**src/rtl/store_pkg.sv**
```systemverilog
// Shared types and helpers for the store read-modify-write controller.
// Store sizes, lane masks and alignment rules are defined here once for every user.
package store_pkg;

  typedef enum logic [2:0] {
    IDLE,
    READ,
    WAIT,
    WRITE,
    ERR
  } state_t;

  localparam logic [2:0] F3_SB = 3'b000;
  localparam logic [2:0] F3_SH = 3'b001;
  localparam logic [2:0] F3_SW = 3'b010;
  localparam logic [2:0] F3_SD = 3'b011;

  localparam logic [6:0] OPCODE_STORE = 7'b0100011;

  localparam logic [1:0] ERR_NONE     = 2'b00;
  localparam logic [1:0] ERR_MISALIGN = 2'b01;
  localparam logic [1:0] ERR_FUNCT3   = 2'b10;
  localparam logic [1:0] ERR_TIMEOUT  = 2'b11;

  // Size in bytes from the low two funct3 bits (sb/sh/sw/sd).
  function automatic logic [3:0] store_size(input logic [1:0] code);
    case (code)
      2'b00:   return 4'd1;
      2'b01:   return 4'd2;
      2'b10:   return 4'd4;
      default: return 4'd8;
    endcase
  endfunction

  function automatic logic [63:0] size_mask(input logic [1:0] code);
    case (code)
      2'b00:   return 64'h0000_0000_0000_00FF;
      2'b01:   return 64'h0000_0000_0000_FFFF;
      2'b10:   return 64'h0000_0000_FFFF_FFFF;
      default: return 64'hFFFF_FFFF_FFFF_FFFF;
    endcase
  endfunction

  // A store is misaligned when any offset bit below its natural size is set.
  function automatic logic misaligned(input logic [1:0] code, input logic [2:0] off);
    return (({1'b0, off} & (store_size(code) - 4'd1)) != 4'd0);
  endfunction

endpackage

```
**src/rtl/store_rmw_ctrl_if.sv**
```systemverilog
// Request and data-memory bus of the store controller.
// The master side is the pipeline and memory, the slave side is the controller.
interface store_rmw_ctrl_if #(
  parameter int ADDR_W = 64
);
  logic              req_valid;
  logic              req_ready;
  logic [2:0]        req_funct3;
  logic [ADDR_W-1:0] req_addr;
  logic [63:0]       req_data;
  logic [ADDR_W-1:0] mem_addr;
  logic              mem_rd_en;
  logic [63:0]       mem_rdata;
  logic              mem_rvalid;
  logic              mem_wr_en;
  logic [63:0]       mem_wdata;
  logic              done;
  logic              err;
  logic [1:0]        err_code;

  modport master (
    output req_valid, req_funct3, req_addr, req_data, mem_rdata, mem_rvalid,
    input  req_ready, mem_addr, mem_rd_en, mem_wr_en, mem_wdata, done, err, err_code
  );

  modport slave (
    input  req_valid, req_funct3, req_addr, req_data, mem_rdata, mem_rvalid,
    output req_ready, mem_addr, mem_rd_en, mem_wr_en, mem_wdata, done, err, err_code
  );
endinterface

```
**src/rtl/store_merge.sv**
```systemverilog
// Combinational byte-lane merge: the low size bytes of new_data replace
// bytes off..off+size-1 of old_word, little-endian.
module store_merge
  import store_pkg::*;
(
  input  logic [1:0]  size_code,
  input  logic [2:0]  off,
  input  logic [63:0] old_word,
  input  logic [63:0] new_data,
  output logic [63:0] merged
);

  logic [5:0]  shamt;
  logic [63:0] lane_mask;
  logic [63:0] shifted;

  always_comb begin
    shamt     = {off, 3'b000};
    lane_mask = size_mask(size_code) << shamt;
    shifted   = new_data << shamt;
    merged    = (old_word & ~lane_mask) | (shifted & lane_mask);
  end

endmodule

```
**src/rtl/store_rmw_ctrl.sv**
```systemverilog
// Store controller for a 64-bit memory without byte enables: sd is written
// directly, sb/sh/sw go through read-modify-write with a bounded read wait.
module store_rmw_ctrl
  import store_pkg::*;
#(
  parameter int ADDR_W  = 64,
  parameter int TIMEOUT = 15
) (
  input  logic            clk,
  input  logic            rst_n,
  store_rmw_ctrl_if.slave bus
);

  localparam int CNT_W = (TIMEOUT < 16) ? 4 : $clog2(TIMEOUT + 1);

  state_t             state;
  logic [CNT_W-1:0]   cnt;
  logic [1:0]         size_q;
  logic [2:0]         off_q;
  logic [63:0]        data_q;
  logic [63:0]        merged;
  logic               accept;

  assign accept = bus.req_valid && bus.req_ready;

  store_merge u_merge (
    .size_code (size_q),
    .off       (off_q),
    .old_word  (bus.mem_rdata),
    .new_data  (data_q),
    .merged    (merged)
  );

  // Request fields are only consumed after an accept, so they carry no reset.
  always_ff @(posedge clk) begin
    if (state == IDLE && accept) begin
      size_q <= bus.req_funct3[1:0];
      off_q  <= bus.req_addr[2:0];
      data_q <= bus.req_data;
    end
  end

  always_ff @(posedge clk) begin
    if (!rst_n) begin
      state         <= IDLE;
      cnt           <= '0;
      bus.req_ready <= 1'b1;
      bus.mem_rd_en <= 1'b0;
      bus.mem_wr_en <= 1'b0;
      bus.done      <= 1'b0;
      bus.err       <= 1'b0;
      bus.err_code  <= ERR_NONE;
      bus.mem_addr  <= '0;
      bus.mem_wdata <= '0;
    end else begin
      bus.mem_rd_en <= 1'b0;
      bus.mem_wr_en <= 1'b0;
      bus.done      <= 1'b0;
      bus.err       <= 1'b0;
      case (state)
        IDLE: begin
          if (accept) begin
            bus.req_ready <= 1'b0;
            bus.mem_addr  <= {bus.req_addr[ADDR_W-1:3], 3'b000};
            if (bus.req_funct3[2]) begin
              state        <= ERR;
              bus.err      <= 1'b1;
              bus.err_code <= ERR_FUNCT3;
            end else if (misaligned(bus.req_funct3[1:0], bus.req_addr[2:0])) begin
              state        <= ERR;
              bus.err      <= 1'b1;
              bus.err_code <= ERR_MISALIGN;
            end else if (bus.req_funct3 == F3_SD) begin
              state         <= WRITE;
              bus.mem_wr_en <= 1'b1;
              bus.done      <= 1'b1;
              bus.mem_wdata <= bus.req_data;
            end else begin
              state         <= READ;
              bus.mem_rd_en <= 1'b1;
            end
          end
        end
        READ: begin
          cnt   <= '0;
          state <= WAIT;
        end
        // A response in the final wait cycle still wins over the timeout.
        WAIT: begin
          if (bus.mem_rvalid) begin
            state         <= WRITE;
            bus.mem_wr_en <= 1'b1;
            bus.done      <= 1'b1;
            bus.mem_wdata <= merged;
          end else if (cnt == CNT_W'(TIMEOUT - 1)) begin
            state        <= ERR;
            bus.err      <= 1'b1;
            bus.err_code <= ERR_TIMEOUT;
          end else begin
            cnt <= cnt + 1'b1;
          end
        end
        WRITE: begin
          state         <= IDLE;
          bus.req_ready <= 1'b1;
        end
        ERR: begin
          state         <= IDLE;
          bus.req_ready <= 1'b1;
          bus.err_code  <= ERR_NONE;
        end
        default: begin
          state         <= IDLE;
          bus.req_ready <= 1'b1;
        end
      endcase
    end
  end

endmodule

```
**src/flat_wrapper.sv**
```systemverilog
// flat-port wrapper written by rule: the top's interface ports become plain ports
module store_rmw_ctrl_flat import store_pkg::*;
#(
  parameter int ADDR_W  = 64,
  parameter int TIMEOUT = 15
)
  (clk, rst_n, bus_req_valid, bus_req_funct3, bus_req_addr, bus_req_data, bus_mem_rdata, bus_mem_rvalid, bus_req_ready, bus_mem_addr, bus_mem_rd_en, bus_mem_wr_en, bus_mem_wdata, bus_done, bus_err, bus_err_code);
  store_rmw_ctrl_if #(.ADDR_W(ADDR_W)) bus_i ();
  input  logic clk;
  input  logic rst_n;
  input wire logic [$bits(bus_i.req_valid)-1:0] bus_req_valid;
  input wire logic [$bits(bus_i.req_funct3)-1:0] bus_req_funct3;
  input wire logic [$bits(bus_i.req_addr)-1:0] bus_req_addr;
  input wire logic [$bits(bus_i.req_data)-1:0] bus_req_data;
  input wire logic [$bits(bus_i.mem_rdata)-1:0] bus_mem_rdata;
  input wire logic [$bits(bus_i.mem_rvalid)-1:0] bus_mem_rvalid;
  output wire logic [$bits(bus_i.req_ready)-1:0] bus_req_ready;
  output wire logic [$bits(bus_i.mem_addr)-1:0] bus_mem_addr;
  output wire logic [$bits(bus_i.mem_rd_en)-1:0] bus_mem_rd_en;
  output wire logic [$bits(bus_i.mem_wr_en)-1:0] bus_mem_wr_en;
  output wire logic [$bits(bus_i.mem_wdata)-1:0] bus_mem_wdata;
  output wire logic [$bits(bus_i.done)-1:0] bus_done;
  output wire logic [$bits(bus_i.err)-1:0] bus_err;
  output wire logic [$bits(bus_i.err_code)-1:0] bus_err_code;
  assign bus_i.req_valid = bus_req_valid;
  assign bus_i.req_funct3 = bus_req_funct3;
  assign bus_i.req_addr = bus_req_addr;
  assign bus_i.req_data = bus_req_data;
  assign bus_i.mem_rdata = bus_mem_rdata;
  assign bus_i.mem_rvalid = bus_mem_rvalid;
  assign bus_req_ready = bus_i.req_ready;
  assign bus_mem_addr = bus_i.mem_addr;
  assign bus_mem_rd_en = bus_i.mem_rd_en;
  assign bus_mem_wr_en = bus_i.mem_wr_en;
  assign bus_mem_wdata = bus_i.mem_wdata;
  assign bus_done = bus_i.done;
  assign bus_err = bus_i.err;
  assign bus_err_code = bus_i.err_code;
  store_rmw_ctrl #(.ADDR_W(ADDR_W), .TIMEOUT(TIMEOUT)) u_core (.clk(clk), .rst_n(rst_n), .bus(bus_i));
endmodule
```
**config.mk**
```make
export PLATFORM = sky130hd
export DESIGN_NAME = store_rmw_ctrl_flat
export DESIGN_NICKNAME = d
export VERILOG_FILES = /design/src/rtl/store_pkg.sv /design/src/rtl/store_rmw_ctrl_if.sv /design/src/rtl/store_merge.sv /design/src/rtl/store_rmw_ctrl.sv /design/src/flat_wrapper.sv
export SDC_FILE = /design/constraint.sdc
export NUM_CORES = 1
export LEC_CHECK = 0
export ABC_AREA = 0
export CORE_MARGIN = 5
export CORE_UTILIZATION = 34
export CTS_CLUSTER_DIAMETER = 100
export DETAILED_ROUTE_END_ITERATION = 8
export SYNTH_ARGS = -nofsm -noshare
export SYNTH_HDL_FRONTEND = slang
export SYNTH_HIERARCHICAL = 1
export SYNTH_SLANG_ARGS = --single-unit
```
**constraint.sdc**
```tcl
create_clock -name clk -period 4.2 [get_ports clk]
set_clock_uncertainty 0.1 [all_clocks]
set_input_delay 0.63 -clock clk [delete_from_list [all_inputs] [get_ports clk]]
set_output_delay 0.63 -clock clk [all_outputs]
set_load 0.05 [all_outputs]
```
==> results.cfg <==
[outcome]
status = completed

[die]
rows = 64
ios = 334
fp.dieH_microns = 187
die_w_microns = 187
coreArea_sq_mm = 0.0307
start_util = 0.347
dieArea_sq_mm = 0.0350

[cells_and_area]
fin_nets = 1538
finalInstanceArea_sq_mm = 0.0149
area_growth_pct = 40.2
fin_util = 0.486
layout-drive-gt1-share = 0.116

[place]
gp_congestion = 0.904
dp_hpwl_microns = 28500
portBuffers = 330
place_area_sq_mm = 0.0141

[clock_network]
post_cts_buffers = 0
cts.repair.resized = 0
hold_buffers = 0
clk_pin_slew_ns = 0.06
worstSkewPairLatency_ns = 0.53
cts_tree = done
htreeDepth = 1
cts_root_buf = clkbuf_16
clock-sinks = 207
clk_path_buf_depth = 3
numCtsBuffers = 25

[synthesis]
synthCells = 1061
yosys-top-cells-count = nand2_1 (181), mux2i_1 (146), a21oi_1 (144)
seq_area_frac_synth = 0.453
yosysMostFrequentCell = nand2_1
synth_top_area_frac = 0.259
synth_top_area_cell = dfxtp_1
postSynthAreaPerCell_sq_um = 10.1
synth_cell_types = 62
synth_area_leaders = dfxtp_1 (26%), edfxtp_1 (19%), mux2i_1 (14%)
ys_warn_count = 6
ys_seq_elements = 207
async_reset_ff_frac = 0
synth_edf_count = 69
syn_area_sq_mm = 0.0107
synthFlopType = dfxtp_1

[detailed_routing]
ant_nets = 0
drt_pass1_iterations = 6
routed-via-count = 9351
drt_wl_total_microns = 39500
drt_iter0_markers = 547
drc = 0
wire_per_inst_microns = 22.5
vias_per_cell = 5.33

[global_route]
grt_pass1_vias = 9649
grt_max_degree = 77
grt.overflow.total = 0
grt_pass1_wl_microns = 59500
gr-usage-met3 = 0.0747
use_met1 = 0.265
busiest_layer = met2
grt_usage = 0.215
grt_use_met2 = 0.359
antenna_found_initial = 6

[critical_path]
r2r_slack_ns = 1.35
worst_ep_arrival_time_ns = 3.13
worstPathCellList = buf_4, inv_2, nand2_1, o2111ai_1, o21ai_0, mux2i_1, a211oi_2
rr_startpoint = u_core/off_q[0]$_DFFE_PP_
r2r_end = u_core/bus.mem_wdata[62]$_SDFFE_PN0P_
cp-start-kind = register
critPathKind = reg -> reg
end_kind = register
cp_slowest_cell = edfxtp_1
slowest_delay_ns = 0.46
cp_data_required_time_ns = 4.48
path_max_fanout = 27
r2r_cells = 7

[job]
drv_cap = 0

[timing]
slew_headroom = 0.447
fmaxAchievable_mhz = 351
maxSlewViolCount = 0
finalSetupViolCount = 0
finalHoldViolations = 0
grt_setup_unrepaired = no
tns_ns = 0
fin_crit_sh = 0.678
layout_min_cycle_time_ns = 2.85
tightest_slew_ns = 0.828

[worst_hold_path]
min-delay-start = u_core/bus.mem_addr[47]$_SDFFE_PN0P_
holdPathEnd = u_core/bus.mem_addr[47]$_SDFFE_PN0P_
min_path_type = reg -> reg
hold_path_depth = 2

[pwr]
p_leak_nw = 5.21
ir_drop_mv = 0.306
p_per_area_mw_per_mm2 = 385
[per-stage QoR]
step           worst slack [ns]  hold WS (ns)  total power, mW  std cells
6_report                   1.35         0.354             5.75       1754
5_1_grt                    1.19         0.376             5.99       1754
4_1_cts                    1.38         0.354             5.81       1752
3_5_place_dp               1.02         0.346             3.49       1706
3_3_place_gp               1.11         0.341             3.49       1706
2_1_floorplan              1.56         0.389             3.01       1063
[per-layer routing]
metal  up-vias  wire (microns)  share of wire
met1      4471           16400           0.42
met3        65            3390          0.086
li1       4434               -              -
met2       373           18600           0.47
met5         -              53         0.0013
met4         8            1060          0.027
[layout make-up]
type                    count  area (sq um)
fillers                  2893         15800
multi-input cells         749          5220
flip-flops and latches    207          4830
repair buffers            346          3470
clock buffers              36           781
well taps                 396           495
clock inverters            10           108
inverters                   8          35.0
diodes                      2          5.00
[where the power goes]
part	internal, mW	total, mW	switching, mW
Clock	1.41	2.29	0.880
Combinational	0.489	1.18	0.692
Sequential	2.19	2.28	0.0870
Total	4.09	5.75	1.66
[flip-flops by register name, indices dropped and copies added, names as in the netlist]
register and cells:
u_core/bus.mem_wdata 64, u_core/data_q 64, u_core/bus.mem_addr 61, u_core/cnt 4, u_core/off_q 3, u_core/state 3
u_core/bus.err_code 2, u_core/size_q 2, u_core/bus.done 1, u_core/bus.err 1, u_core/bus.mem_rd_en 1, u_core/bus.req_ready 1
[critical path: cells and delay by family (launching register included)]
kind	cells	cell delay (ns)
DFF	1	0.46
AOI/OAI and AO/OA	3	0.60
muxes	1	0.42
buffers and inverters	2	0.73
and+or+nand+nor	1	0.39
[placed cells by master (no fill, tap or decap), drive strengths merged, types with 9 or more instances in the layout]
cell	n
a211oi	67
nor3	9
dfxtp	138
edfxtp	69
mux2	33
nand3	15
nor2	30
buf	16
inv	9
clkdlybuf4s50	330
mux2i	146
nand2	181
a2bb2oi	9
o21ai	41
a21oi	144
clkbuf	36
[cell families (layout without fill, tap and decap cells)]
| kind of cell | after synthesis | count (layout) | share of synthesized area |
|---|---|---|---|
| buf+inv | 107 | 400 | 0.0598 |
| fa+ha+maj | 2 | 2 | 0.00235 |
| compound gates | 308 | 308 | 0.207 |
| mux | 179 | 179 | 0.175 |
| flops | 207 | 207 | 0.453 |
| other cells | 1 | 5 | 0.000352 |
| simple gates | 257 | 257 | 0.102 |
[how the worst max path moves through the flow]
stage                                            startpoint  cells after the start                                    end
after detailed placement                  bus_req_funct3[2]                      6  u_core/bus.mem_wdata[22]$_SDFFE_PN0P_
final                             u_core/off_q[0]$_DFFE_PP_                      7  u_core/bus.mem_wdata[62]$_SDFFE_PN0P_
after floorplan           u_core/bus.req_ready$_SDFFE_PN1P_                      4             u_core/data_q[0]$_DFFE_PP_
after CTS                         u_core/off_q[0]$_DFFE_PP_                      7  u_core/bus.mem_wdata[33]$_SDFFE_PN0P_
after global placement                    bus_req_funct3[2]                      6  u_core/bus.mem_wdata[33]$_SDFFE_PN0P_
after global routing              u_core/off_q[0]$_DFFE_PP_                      7  u_core/bus.mem_wdata[32]$_SDFFE_PN0P_
(Power assumes the default switching activity.)
